<file path="src/rtl/sevenseg_pkg.sv">
// Shared definitions for the seven-segment scan controller.
//   scan_st_e        : scan FSM state encoding
//   DEF_NUM_DIGITS   : default number of multiplexed digits
//   DEF_BLANK_CYCLES : default anti-ghosting blank time before each digit
//   SEG_TAB          : hex nibble -> segments g..a (bit 6..0), active-high
package sevenseg_pkg;

  typedef enum logic [1:0] {
    ST_IDLE  = 2'd0,
    ST_BLANK = 2'd1,
    ST_SHOW  = 2'd2
  } scan_st_e;

  localparam int DEF_NUM_DIGITS   = 4;
  localparam int DEF_BLANK_CYCLES = 4;

  // Entry 0 sits in the least significant slot, so the list reads F..0.
  localparam logic [15:0][6:0] SEG_TAB = {
    7'h71, 7'h79, 7'h5E, 7'h39, 7'h7C, 7'h77, 7'h6F, 7'h7F,
    7'h07, 7'h7D, 7'h6D, 7'h66, 7'h4F, 7'h5B, 7'h06, 7'h3F
  };

endpackage

</file>
<file path="src/rtl/sevenseg_decoder.sv">
// Combinational hex-to-seven-segment decoder.
//   nib : 4-bit hex value
//   seg : segments g..a in [6:0], active-high
module sevenseg_decoder
  import sevenseg_pkg::*;
(
  input  logic [3:0] nib,
  output logic [6:0] seg
);

  assign seg = SEG_TAB[nib];

endmodule

</file>
<file path="src/rtl/sevenseg_scan_ctrl.sv">
// Multiplexed seven-segment display scanner with a double-buffered load path.
// Each digit is preceded by BLANK_CYCLES of all-off time, then shown for
// max(period_i,1) cycles. New data is captured into a pending buffer and only
// moved to the displayed buffer at a frame boundary or while idle.
//   wb_clk_i / wb_rst_i : clock, async active-high reset
//   en_i                : scan enable
//   digits_i / dp_i     : nibbles (digit 0 in [3:0]) and decimal points
//   load_i              : capture strobe for digits_i/dp_i
//   period_i            : on-time per digit (0 behaves as 1)
//   load_ack_o          : pulse when captured data becomes the displayed data
//   seg_o / dp_o / an_o : segment, decimal point and one-hot anode drives
//   frame_o             : pulse after each frame boundary
//   oeb_o               : pad output-enable-bar, follows ~en_i
module sevenseg_scan_ctrl
  import sevenseg_pkg::*;
#(
  parameter int NUM_DIGITS   = DEF_NUM_DIGITS,
  parameter int BLANK_CYCLES = DEF_BLANK_CYCLES,
  parameter int PERIOD_W     = 16
) (
  input  logic                      wb_clk_i,
  input  logic                      wb_rst_i,
  input  logic                      en_i,
  input  logic [4*NUM_DIGITS-1:0]   digits_i,
  input  logic [NUM_DIGITS-1:0]     dp_i,
  input  logic                      load_i,
  input  logic [PERIOD_W-1:0]       period_i,
  output logic                      load_ack_o,
  output logic [6:0]                seg_o,
  output logic                      dp_o,
  output logic [NUM_DIGITS-1:0]     an_o,
  output logic                      frame_o,
  output logic [NUM_DIGITS+7:0]     oeb_o
);

  localparam int IDX_W = (NUM_DIGITS > 1) ? $clog2(NUM_DIGITS) : 1;
  localparam int BLK_W = $clog2(BLANK_CYCLES + 1);
  localparam int CNT_W = (PERIOD_W > BLK_W) ? PERIOD_W : BLK_W;

  typedef struct packed {
    logic [NUM_DIGITS-1:0][3:0] dig;
    logic [NUM_DIGITS-1:0]      dp;
  } disp_t;

  disp_t               active, pending;
  logic                pend;
  scan_st_e            st, st_nxt;
  logic [IDX_W-1:0]    idx, idx_nxt;
  logic [CNT_W-1:0]    cnt, cnt_nxt;
  logic [PERIOD_W-1:0] per_lat, per_nxt;
  logic                boundary, xfer, show;
  logic [6:0]          seg_dec;
  // [0] = transfer happened last edge, [1] = ack output
  logic [1:0]          ack_pipe;

  always_comb begin
    st_nxt   = st;
    idx_nxt  = idx;
    cnt_nxt  = cnt;
    per_nxt  = per_lat;
    boundary = 1'b0;
    case (st)
      ST_IDLE: begin
        idx_nxt = '0;
        cnt_nxt = '0;
        st_nxt  = ST_BLANK;
      end
      ST_BLANK: begin
        if (cnt == CNT_W'(BLANK_CYCLES - 1)) begin
          st_nxt  = ST_SHOW;
          cnt_nxt = '0;
          // On-time is frozen for the whole digit.
          per_nxt = (period_i == '0) ? PERIOD_W'(1) : period_i;
        end else begin
          cnt_nxt = cnt + CNT_W'(1);
        end
      end
      ST_SHOW: begin
        if (cnt == CNT_W'(per_lat) - CNT_W'(1)) begin
          st_nxt  = ST_BLANK;
          cnt_nxt = '0;
          if (idx == IDX_W'(NUM_DIGITS - 1)) begin
            idx_nxt  = '0;
            boundary = 1'b1;
          end else begin
            idx_nxt = idx + IDX_W'(1);
          end
        end else begin
          cnt_nxt = cnt + CNT_W'(1);
        end
      end
      default: st_nxt = ST_IDLE;
    endcase
    // Disable overrides everything, including a boundary in the same cycle.
    if (!en_i) begin
      st_nxt   = ST_IDLE;
      idx_nxt  = '0;
      cnt_nxt  = '0;
      boundary = 1'b0;
    end
  end

  assign xfer = pend && (boundary || (st == ST_IDLE));
  assign show = en_i && (st == ST_SHOW);

  sevenseg_decoder u_dec (
    .nib (active.dig[idx]),
    .seg (seg_dec)
  );

  always_ff @(posedge wb_clk_i or posedge wb_rst_i) begin
    if (wb_rst_i) begin
      st      <= ST_IDLE;
      idx     <= '0;
      cnt     <= '0;
      per_lat <= '0;
    end else begin
      st      <= st_nxt;
      idx     <= idx_nxt;
      cnt     <= cnt_nxt;
      per_lat <= per_nxt;
    end
  end

  always_ff @(posedge wb_clk_i or posedge wb_rst_i) begin
    if (wb_rst_i) begin
      active   <= '0;
      pending  <= '0;
      pend     <= 1'b0;
      ack_pipe <= '0;
    end else begin
      if (xfer)   active  <= pending;
      if (load_i) pending <= '{dig: digits_i, dp: dp_i};
      // A load in the transfer cycle keeps the flag set for the new data.
      pend     <= load_i | (pend & ~xfer);
      ack_pipe <= {ack_pipe[0], xfer};
    end
  end

  always_ff @(posedge wb_clk_i or posedge wb_rst_i) begin
    if (wb_rst_i) begin
      seg_o   <= '0;
      dp_o    <= 1'b0;
      an_o    <= '0;
      frame_o <= 1'b0;
      oeb_o   <= '1;
    end else begin
      seg_o   <= show ? seg_dec : 7'h00;
      dp_o    <= show & active.dp[idx];
      an_o    <= show ? (NUM_DIGITS'(1) << idx) : '0;
      frame_o <= boundary;
      oeb_o   <= {(NUM_DIGITS + 8){~en_i}};
    end
  end

  assign load_ack_o = ack_pipe[1];

endmodule

</file>
<file path="config.mk">
export PLATFORM = sky130hd
export DESIGN_NAME = sevenseg_scan_ctrl
export DESIGN_NICKNAME = d
export VERILOG_FILES = /design/src/rtl/sevenseg_pkg.sv /design/src/rtl/sevenseg_decoder.sv /design/src/rtl/sevenseg_scan_ctrl.sv
export SDC_FILE = /design/constraint.sdc
export NUM_CORES = 1
export LEC_CHECK = 0
export ABC_AREA = 1
export ABC_CLOCK_PERIOD_IN_PS = 5210
export CAP_MARGIN = 15
export CELL_PAD_IN_SITES_DETAIL_PLACEMENT = 0
export CELL_PAD_IN_SITES_GLOBAL_PLACEMENT = 1
export CORE_UTILIZATION = 45
export CTS_CLUSTER_SIZE = 8
export DETAILED_ROUTE_END_ITERATION = 7
export GPL_ROUTABILITY_DRIVEN = 0
export MAX_ROUTING_LAYER = met4
export PLACE_DENSITY_LB_ADDON = 0.12
export SYNTH_ARGS = -nofsm -noshare
export SYNTH_HDL_FRONTEND = slang
export SYNTH_SLANG_ARGS = --single-unit
export TNS_END_PERCENT = 20
</file>
<file path="constraint.sdc">
create_clock -name wb_clk_i -period 5.21 [get_ports wb_clk_i]
set_input_delay 1.042 -clock wb_clk_i [delete_from_list [all_inputs] [get_ports wb_clk_i]]
set_output_delay 1.042 -clock wb_clk_i [all_outputs]
set_load 0.01 [all_outputs]
</file>
# Word-level counts from Yosys, hierarchy flattened
# Memory sizes are Yosys's and may differ from the RTL's.
# Index checks and enable logic that the tools add are counted.
# totals
reg_bits	93
rom_bits	112
in_bits	40
output_inout_bits	26
mem_count	1
# mem_list
name	words	width	rd	rd_ports_with_merged_regs	write_ports	line_no	source
(name not given)	16	7	1	0	0	sevenseg_decoder.sv:11	assign seg = SEG_TAB[nib];
# op_classes
addsub	3
magnitude_cmp	2
n_eq_ne	9
n_shift	1
mux	24
n_bitwise	5
n_reduce_logical	8
# ops
cell	count
16-bit 2-to-1 mux	4
16-bit case mux with 3 select lines	1
16-bit by 1-bit adder with 16-bit output (second input constant)	1
16-bit equality test	1
16-bit by 2-bit equality test with 1-bit output (second input constant)	1
16-bit logical NOT	1
16-bit by 1-bit subtractor with 16-bit output (second input constant)	1
7-bit 2-to-1 mux	2
2-bit 2-to-1 mux	6
4-bit binary-select mux with 2-bit select	1
4-bit 2-to-1 mux	2
3-bit != test (second input constant)	2
2-bit case mux with 3 select lines	1
2-bit AND reduction	3
4-bit by 5-bit < comparator with 1-bit output (second input constant)	1
1-bit 2-to-1 mux	5
2-bit equality test (second input constant)	2
4-bit by 1-bit != test with 1-bit output (second input constant)	1
2-bit case mux with 2 select lines	1
1-bit by 2-bit left shift with 4-bit output (first input constant)	1
2-bit by 3-bit < comparator with 1-bit output (second input constant)	1
3-bit by 1-bit != test with 1-bit output (second input constant)	1
2-bit by 1-bit adder with 2-bit output (second input constant)	1
1-bit bitwise AND	2
other kinds (7)	9

# Logic depth before layout (Yosys ltp)
# depth
word_depth	10
depth_mapped	18

# By module
# Synthesis repeated with hierarchy kept, for this count alone.
# hier_totals
cells_unflattened	778
hier_area_um2	5580.4
# modules_own_cells
module	instances	cells_each	area_each_um2	seq_area_each_um2
sevenseg_scan_ctrl	1	725	5272.6	2328.5
sevenseg_decoder	1	53	307.8	0.0

# Worst setup path before layout
# Ideal clock, no wire load.
# synth_path
path_kind	in2reg
from	input port en_i
to	register cnt[0]
setup_time_ns	0.066
arrival_ns	2.205
slack_ns	2.939
cell_stages	6
n_path_buf	2
cell_sequence	clkbuf_1 -> inv_1 -> nor3_1 -> clkbuf_1 -> nand2_1 -> nand2_1
# synth_between
elab_chain_len	1
elab_cells_between_ends	2
cone_classes	eq/ne (1); mux (1)
# synth_lines
element	line_no	source
from (decl)	sevenseg_scan_ctrl.sv:23	input logic en_i,
4-bit by 1-bit != test with 1-bit output (no line) or 16-bit 2-to-1 mux (tied branches)	--	
to (signal assigned)	sevenseg_scan_ctrl.sv:120	cnt <= cnt_nxt;
to (decl)	sevenseg_scan_ctrl.sv:49	logic [CNT_W-1:0] cnt, cnt_nxt;
# Several ways; a longest one is shown, not always the timed one.
# A chain may end at the register's enable or synchronous reset.

# Worst setup path after layout
# layout_path
from	input port en_i
to	register active[17] (netlist bit)
# layout_between
elab_chain_len	3
# layout_lines
element	line_no	source
1-bit 2-to-1 mux	sevenseg_scan_ctrl.sv:95	if (!en_i) begin
1-bit logical OR	sevenseg_scan_ctrl.sv:103	assign xfer = pend && (boundary || (st == ST_IDLE));
1-bit logical AND	sevenseg_scan_ctrl.sv:103	
to (signal assigned)	sevenseg_scan_ctrl.sv:132	if (xfer) active <= pending;
to (decl)	sevenseg_scan_ctrl.sv:45	disp_t active, pending;
# No other way between the ends.

==> reports/metrics.yaml <==
outcome:
  outcome: "completed"
drt:
  drt_iter0_drc: 289
  route.vias.total: 4346
  first_pass_iters: 5
  via_per_inst: 5.10
  wl_per_cell_um: 14.1
  postRouteAntennaNets: 0
  drt_wl_total_mm: 12.0
  drc: 0
timing:
  period_minus_slack_ps: 2960
  finalHoldViolations: 0
  worstMarginPinSlew_ps: 1010
  grt_setup_unrepaired: "no"
  whs_ps: 411
  setup_viol: 0
  skew_ps: 8.61
  max_freq_ghz: 0.338
  slew_headroom_pct: 32.5
  period_share_pct: 56.8
  fin_tns_setup_ps: 0
  slew_viol_final: 0
synth:
  ys_ff_latch: 93
  postSynthAreaPerCell_sq_um: 8.06
  syn_nets: 716
  synthDistinctLibCells: 37
  seq_area_frac_synth_pct: 43.7
  synthTopCellsByArea: "dfrtp_1 43%, nand2_1 14%, nand3_1 6.6%"
  syn_area_sq_um: 5330
  ys_warn_count: 0
  syn-instance-count: 661
  synthDominantCellAreaShare_pct: 43.2
  synth_top_cell_by_area: "dfrtp_1"
floorplanning:
  dieArea_sq_um: 12300
  initial_core_util_pct: 46.4
  die_h_um: 111
  row_count: 39
  die_w_um: 111
  boundaryPins: 66
  core-area_sq_um: 11500
final_layout:
  finalNetCount: 759
  syn_to_final_growth_pct: 17.6
  num_antenna_cells: 0
  fin_util_pct: 54.6
  drive_gt1_share_pct: 9.59
critical_path:
  cp_num_buf_inv: 1
  crit_path_cell_trace: "clkdlybuf4s50_1 > nand2_1 > nor2_1 > nand3_2 > nand2_2 > nand2_2 > nand2_1 > nand2_1"
  crit_family: "simple AND/OR/NAND/NOR gates"
  cp_common_cell: "nand2_1"
  end_kind: "flip-flop"
  crit_arrival_ps: 3190
  max_stage_delay_ps: 620
  reg2reg_from: "per_lat[0]"
  crit_required_ps: 5440
  slowest_stage: "clkdlybuf4s50_1"
  critPathLaunchType: "input port"
  crit_start: "en_i"
  crit_type: "in -> reg"
  cp_max_fo: 22
clocking:
  cts_hold_buf: 0
  cts_setup_buffers: 0
  cts_root_buffer: "clkbuf_16"
  worst_skew_pair.late_latency_ps: 340
  cts_resized: 0
  cts_made_buffers: 9
  cts.htree.levels: 3
  clockBufferDepth: 2
  cts_tree: "yes"
  numClockSinks: 93
  clkTransAtPathRegs_ps: 70
power_and_ir_drop:
  p_sw_uw: 837
  powerDensity_nw_per_um2: 365
  p_comb_share_pct: 30.1
  vdd_drop_max_uv: 219
  seqPwrFrac_pct: 41.8
  clock_power_share_pct: 28.1
  p_leak_nw: 3.09
  switching_share_pct: 36.6
  p_int_mw: 1.45
grt:
  grt_pass1_vias: 4173
  grt_overflow: 0
  grt_antenna_before_repair: 0
  grt_max_degree: 48
  grt.total_usage_pct: 21.7
  grt_pass1_wl_mm: 20.9
hold_path:
  hp-start: "ack_pipe[0]"
  hold_class: "reg -> reg"
placed_design:
  detailed_place_hpwl_mm: 8.95
  numPortBuffers: 65
flow_run:
  drv_cap: 0
worst paths after layout:
kind	slack [ps]	to	cells past startpoint
min reg2reg	410	ack_pipe[1]	0
min in group asynchronous	1160	per_lat[2]	2
max	2250	active[17]	8
max reg2reg	2390	active[17]	17
max in group asynchronous	3170	oeb_o[0]	3
min	410	ack_pipe[1]	0
layer usage:
layer	track usage [%]	routed length, um	up-vias
li1	-	-	2195
met1	33.2	6220	2035
met2	29.2	5000	105
met3	3.50	634	11
met4	6.49	146	0
met5	-	0	-
kinds of logic (layout without fill, tap and decap cells):
kind of cell    Yosys count  after routing  synth area share, %
simple gates            351            351                 29.1
buf+inv                 112            160                 9.35
flops                    93             93                 43.7
compound gates           35             35                 3.95
mux                      28             28                 5.92
xor+xnor                 27             27                 4.44
fa+ha+maj                15             15                 3.52
state kept, by name, indices dropped and copies added, names as in the netlist:
register,cells
ack_pipe,2
active,20
an_o,4
cnt,16
dp_o,1
frame_o,1
idx,2
oeb_o,1
pend,1
pending,20
per_lat,16
seg_o,7
st,2
cell usage in the layout (no fill, tap or decap), types with 8 or more instances in the layout:
| cell type | count |
|---|---|
| inv_1 | 71 |
| nand3_1 | 70 |
| nand2_1 | 193 |
| ha_1 | 15 |
| dfrtp_1 | 92 |
| clkbuf_16 | 9 |
| clkdlybuf4s50_1 | 65 |
| nor3_1 | 8 |
| mux2_2 | 28 |
| o21ai_0 | 14 |
| xor2_1 | 17 |
| nand4_1 | 9 |
| xnor2_1 | 10 |
| nor2_1 | 42 |
stage by stage:
| stage | cell area [sq um] | power (mW) | setup WS [ps] | std cells |
|---|---|---|---|---|
| floorplan | 5330 | 1.48 | 1750 | 661 |
| finish | 6260 | 2.29 | 2250 | 852 |
| detailed placement | 5970 | 1.66 | 1900 | 836 |
| CTS | 6260 | 2.31 | 2240 | 852 |
| global placement | 5970 | 1.64 | 2050 | 836 |
| global route | 6260 | 2.47 | 1970 | 852 |
power by group through the flow:
stage	Sequential (mW)	Combinational (mW)	Clock (mW)
CTS	0.956	0.693	0.660
global route	0.975	0.796	0.694
floorplan	0.932	0.545	0
detailed placement	0.968	0.689	0
global placement	0.967	0.676	0
finish	0.956	0.688	0.644
cells in the mapped netlist (all sizes together):
library cell  instances
a21oi                 7
a311oi                2
a31oi                 2
a32oi                 2
a41oi                 1
buf                  22
clkbuf               13
clkinv                2
dfrtp                92
dfstp                 1
ha                   15
inv                  75
mux2                 28
nand2               200
nand3                71
nand3b                6
nand4                 9
nor2                 48
nor3                  9
nor4                  7
o21ai                19
o21bai                1
o41ai                 1
or2                   1
xnor2                10
xor2                 17
cell type report:
cell class,instances,area (sq um)
clock inverter,6,53.8
sequential,93,2330
timing repair buffer,67,666
clock buffer,10,239
tap,143,179
fill,1082,5210
inverter,77,290
multi-input combinational,456,2500
No activity file was read; power rests on OpenSTA's default activity.
